<file path="src/rtl/transmissor_morse.sv">
// transmissor_morse: keys a latched 5-symbol Morse code word out serially.
//   Timing in units of UNIT_CYCLES clocks: dot = 1, dash = 3,
//   gap between symbols = 1, gap after the character = 3.
// Ports:
//   clk    - system clock, rising edge
//   reset  - synchronous active-low reset
//   ready  - code word strobe; accepted only in IDLE
//   m1..m5 - symbols, m1 sent first; 1 = dash, 0 = dot
//   key    - registered tone output
//   busy   - word in flight; ready ignored
//   done   - one-cycle pulse on the IDLE cycle that ends a word
module transmissor_morse #(
  parameter int UNIT_CYCLES = 4
) (
  input  logic clk,
  input  logic reset,
  input  logic ready,
  input  logic m1,
  input  logic m2,
  input  logic m3,
  input  logic m4,
  input  logic m5,
  output logic key,
  output logic busy,
  output logic done
);

  localparam int CW = $clog2(3*UNIT_CYCLES+1);
  // Counters hold "cycles remaining minus one" so a load of N-1 yields N cycles.
  localparam logic [CW-1:0] UNIT_N = CW'(UNIT_CYCLES-1);
  localparam logic [CW-1:0] TRIP_N = CW'(3*UNIT_CYCLES-1);

  typedef enum logic [1:0] {IDLE, MARK, GAP_SYM, GAP_CHAR} state_t;

  state_t          state;
  logic [CW-1:0]   cnt;
  logic [2:0]      idx;
  logic [4:0]      word;   // word[4] = m1 ... word[0] = m5
  logic [2:0]      nidx;

  assign nidx = idx + 3'd1;

  function automatic logic [CW-1:0] mark_len(input logic dash);
    return dash ? TRIP_N : UNIT_N;
  endfunction

  always_ff @(posedge clk) begin
    if (!reset) begin
      state <= IDLE;
      cnt   <= '0;
      idx   <= '0;
      word  <= '0;
      key   <= 1'b0;
      busy  <= 1'b0;
      done  <= 1'b0;
    end else begin
      done <= 1'b0;
      unique case (state)
        IDLE: begin
          if (ready) begin
            word  <= {m1, m2, m3, m4, m5};
            idx   <= '0;
            cnt   <= mark_len(m1);
            key   <= 1'b1;
            busy  <= 1'b1;
            state <= MARK;
          end
        end
        MARK: begin
          if (cnt != '0) begin
            cnt <= cnt - 1'b1;
          end else begin
            key <= 1'b0;
            if (idx < 3'd4) begin
              cnt   <= UNIT_N;
              state <= GAP_SYM;
            end else begin
              cnt   <= TRIP_N;
              state <= GAP_CHAR;
            end
          end
        end
        GAP_SYM: begin
          if (cnt != '0) begin
            cnt <= cnt - 1'b1;
          end else begin
            idx   <= nidx;
            cnt   <= mark_len(word[3'd4 - nidx]);
            key   <= 1'b1;
            state <= MARK;
          end
        end
        GAP_CHAR: begin
          if (cnt != '0) begin
            cnt <= cnt - 1'b1;
          end else begin
            // busy drops and done rises together, so the two never overlap
            busy  <= 1'b0;
            done  <= 1'b1;
            idx   <= '0;
            state <= IDLE;
          end
        end
        default: state <= IDLE;
      endcase
    end
  end

endmodule

</file>
<file path="config.mk">
export PLATFORM = sky130hd
export DESIGN_NAME = transmissor_morse
export DESIGN_NICKNAME = d
export VERILOG_FILES = /design/src/rtl/transmissor_morse.sv
export SDC_FILE = /design/constraint.sdc
export NUM_CORES = 1
export LEC_CHECK = 0
export CAP_MARGIN = 10
export CORE_MARGIN = 1
export CORE_UTILIZATION = 60
export CTS_BUF_LIST = sky130_fd_sc_hd__clkbuf_8
export CTS_CLUSTER_SIZE = 40
export DETAILED_ROUTE_END_ITERATION = 16
export GPL_TIMING_DRIVEN = 0
export PLACE_DENSITY_LB_ADDON = 0.08
export SYNTH_ARGS = -nofsm -noshare
export SYNTH_HDL_FRONTEND = slang
export SYNTH_SLANG_ARGS = --single-unit
</file>
<file path="constraint.sdc">
create_clock -name clk -period 4.5 [get_ports clk]
set_input_delay 0.675 -clock clk [delete_from_list [all_inputs] [get_ports clk]]
set_output_delay 0.675 -clock clk [all_outputs]
set_load 0.1 [all_outputs]
</file>
# Word level (Yosys, flattened, before mapping)
# Cells that the tools add are included.
# op_classes
n_addsub	3
order_cmp	2
eq_ne	8
mux	26
n_reduce_logical	12
# ops
operator	count
4-bit two-way mux	7
4-bit one-hot mux with 4 select lines	1
4-bit AND reduction	3
2-bit inequality test, second input constant	5
3-bit two-way mux	3
3-bit one-hot mux with 3 select lines	1
2-bit two-way mux	4
2-bit one-hot mux with 4 select lines	1
1-bit two-way mux	6
2-bit AND reduction	3
3-bit nonzero test	2
2-bit equality test, second input constant	2
3-bit by 4-bit < comparator with 1-bit output, second input constant	1
4-bit nonzero test	1
4-bit by 1-bit subtractor with 4-bit output, second input constant	1
3-bit by 1-bit adder with 3-bit output, second input constant	1
1-bit binary-select mux with 3-bit select	1
3-bit < comparator, second input constant	1
1-bit one-hot mux with 3 select lines	1
3-bit AND reduction	1
3-bit subtractor, first input constant	1
2-bit by 1-bit equality test with 1-bit output, second input constant	1
2-bit logical NOT	1
1-bit one-hot mux with 2 select lines	1
2-bit nonzero test	1
# totals
regBits	17
input_bits	8
out_inout_bits	3
word_cells	58

# Depth between registers and ports, before layout
# depth
ltp_word	7
depth_mapped	6
mapped_depth_nobuf	6

# Least setup slack after synthesis
# No wires, ideal clock.
# synth_timing
path_type	flip-flop to output port
startpoint	reg busy
endpoint	out busy
arrival_time_ps	941
t_required_ps	3825
path_slack_ps	2884
path_stages_with_launch	1
n_path_buf	0
cell_sequence	dfxtp_1
# synth_lines
element	line_no	source
start, declared	24	output logic busy,
start signal, assigned	54	busy <= 1'b0;
start signal, assigned	65	busy <= 1'b1;
start signal, assigned	98	busy <= 1'b0;
# No word-level cell between the ends.

# Worst setup path after layout
# layout_timing
startpoint	reg busy
endpoint	out busy
# No word-level cell between the ends.

==> results.cfg <==
[status]
run_status = complete, no violations

[drt]
postRouteAntennaNets = 0
first_pass_iters = 4
drc = 0
drtIter0Drc = 25
wl_um = 1860
num_vias = 807
via_per_inst = 6.07
drt-wirelength-per-cell_um = 14.0

[layout]
syn2layout_area_growth_pct = 19.1
design_area_sq_um = 1020
utilization_pct = 77.7
fillerInstances = 103
antenna_cells = 0
layout_common_cells = nand2_1, dfxtp_1, a21oi_1
drive_gt1_share_pct = 8.47
layout.nets = 129

[logic_synthesis]
syn_area_per_cell_sq_um = 8.27
synth_edf_count = 0
yosys_warnings = 0
async_flop_share_pct = 0
synth_sequential_area_ratio_pct = 39.6
syn_nets = 114
synth_seq_cells = 17
synth_ff_type = dfxtp_1
netlist_area_sq_um = 860
synth.distinct_cells = 30
synthCells = 104

[global_routing]
use_met3_pct = 5.11
grt_max_degree = 11
grt.busiest_layer = met2
grt.total_usage_pct = 27.4
met2_usage_pct = 45.1
antenna_found_initial = 0
grt_pass1_vias = 661
grt_pass1_wl_um = 2860
met1_usage_pct = 33.7
grt_overflow = 0

[clock_network]
htreeDepth = 1
worstSkewPairLatency_ns = 0.25
numCtsBuffers = 3
hold_buffers = 0
clkTransAtPathRegs_ns = 0.07
clkSinkCount = 17
post_cts_buffers = 0
ctsLongestPathBuffers = 2
cts_tree = yes
cts_root_buf = clkbuf_8
post_cts_resized = 0

[worst_hold_path]
worstHoldStart = word[0]
hold_class = reg2reg

[place]
placed_area_sq_um = 978
io_buffer_count = 10
place_hpwl_um = 1340
gp_congestion = 0.870

[sta]
rsz0062_at_grt = false
final.period_utilization_pct = 54.0
finalHoldViolations = 0
worstMarginPinSlew_ns = 0.968
fmax_ghz = 0.412
fin_crit_ns = 2.43
slew_headroom_pct = 35.3
slew_viol_final = 0
setup_tns_ns = 0
setup_viol = 0
finalClockSkew_ns = 0.00665

[critical_path]
r2r-end = idx[2]
crit_path_end = busy
cpPeakStageDelay_ns = 1.14
startpoint_type = flop
regToRegSetupSlack_ns = 2.78
crit_type = reg2out
path_cells = clkdlybuf4s50_1
cp.required_ns = 3.83
crit_family = buffers and inverters
arrival_ns = 1.76
cp-startpoint = busy
r2r_start = cnt[0]
critPathMaxFanout = 3
crit_buf_inv = 1
ff2ff_path_depth = 6
worstSetupEndpointType = output pin
crit_slowest_cell = clkdlybuf4s50_1
critical_path_cell_count = 1

[floorplan]
core_sq_um = 1320
rows = 13
die_y_um = 39.9
pin_count = 11
die-width_um = 39.9
die-area_sq_um = 1590
initial_core_util_pct = 65.2

[run]
cap_violations = 0

[power_and_ir_drop]
leakagePower_nw = 0.398
power_density_nw_per_um2 = 401
ir_worst_vdd_uv = 261
[registers in the layout (all words and copies together), names as in the netlist]
register	cells
busy	1
cnt	4
done	1
idx	3
key	1
state	2
word	5
[per-stage QoR]
step                total power, mW  cells  hold slack (ns)  setup slack (ns)
floorplan                     0.270    104            0.436              2.88
global placement              0.297    129            0.444              2.24
global route                  0.431    133            0.472              2.04
detailed placement            0.300    129            0.446              2.23
finish                        0.410    133            0.455              2.07
CTS                           0.410    133            0.455              2.07
[cells in the mapped netlist, types with 3 or more instances]
master	n	share of area, %
inv_1	6	2.6
o21ai_0	9	5.2
nand3_1	3	1.7
a21oi_1	13	7.6
nor2_1	7	3.1
dfxtp_1	17	40
mux2i_1	5	5.8
nand2_1	17	7.4
[report_power, final]
group	switching [mW]	internal, mW	leakage [nW]	total, mW
registers	0.0165	0.165	0.140	0.182
logic	0.0713	0.0454	0.231	0.117
clock network	0.0514	0.0605	0.0269	0.112
[cell families (layout without fill, tap and decap cells)]
group           after synthesis  after routing  share of synthesized area [%]
buf+inv                       9             23                           4.51
simple gates                 38             38                           23.7
fa+ha+maj                     2              2                           2.91
xor+xnor                      1              1                           1.02
mux                           5              5                           5.82
compound gates               32             32                           22.4
flops                        17             17                           39.6
[layout make-up]
| type | instances | area [sq um] | area share (%) |
|---|---|---|---|
| plain buffers | 3 | 16.3 | 1.59 |
| clock inverters | 1 | 3.75 | 0.367 |
| clock buffers | 3 | 41.3 | 4.03 |
| repair buffers | 10 | 100 | 9.78 |
| flip-flops and latches | 17 | 340 | 33.3 |
| multi-input cells | 78 | 480 | 46.9 |
| well taps | 15 | 18.8 | 1.83 |
| inverters | 6 | 22.5 | 2.20 |
[metal layers]
metal,vias up,wire (um)
met5,-,0
met4,0,48
met3,7,127
met2,34,861
met1,363,819
li1,403,-
[worst min path at each step]
stage	cells after the start	endpoint	slack (ns)
4_1_cts	2	word[0]	0.46
5_1_grt	2	word[0]	0.47
3_3_place_gp	2	word[4]	0.44
6_report	2	word[0]	0.45
2_1_floorplan	2	word[0]	0.44
3_5_place_dp	2	word[0]	0.45
No activity file was read; power rests on OpenSTA's default activity.
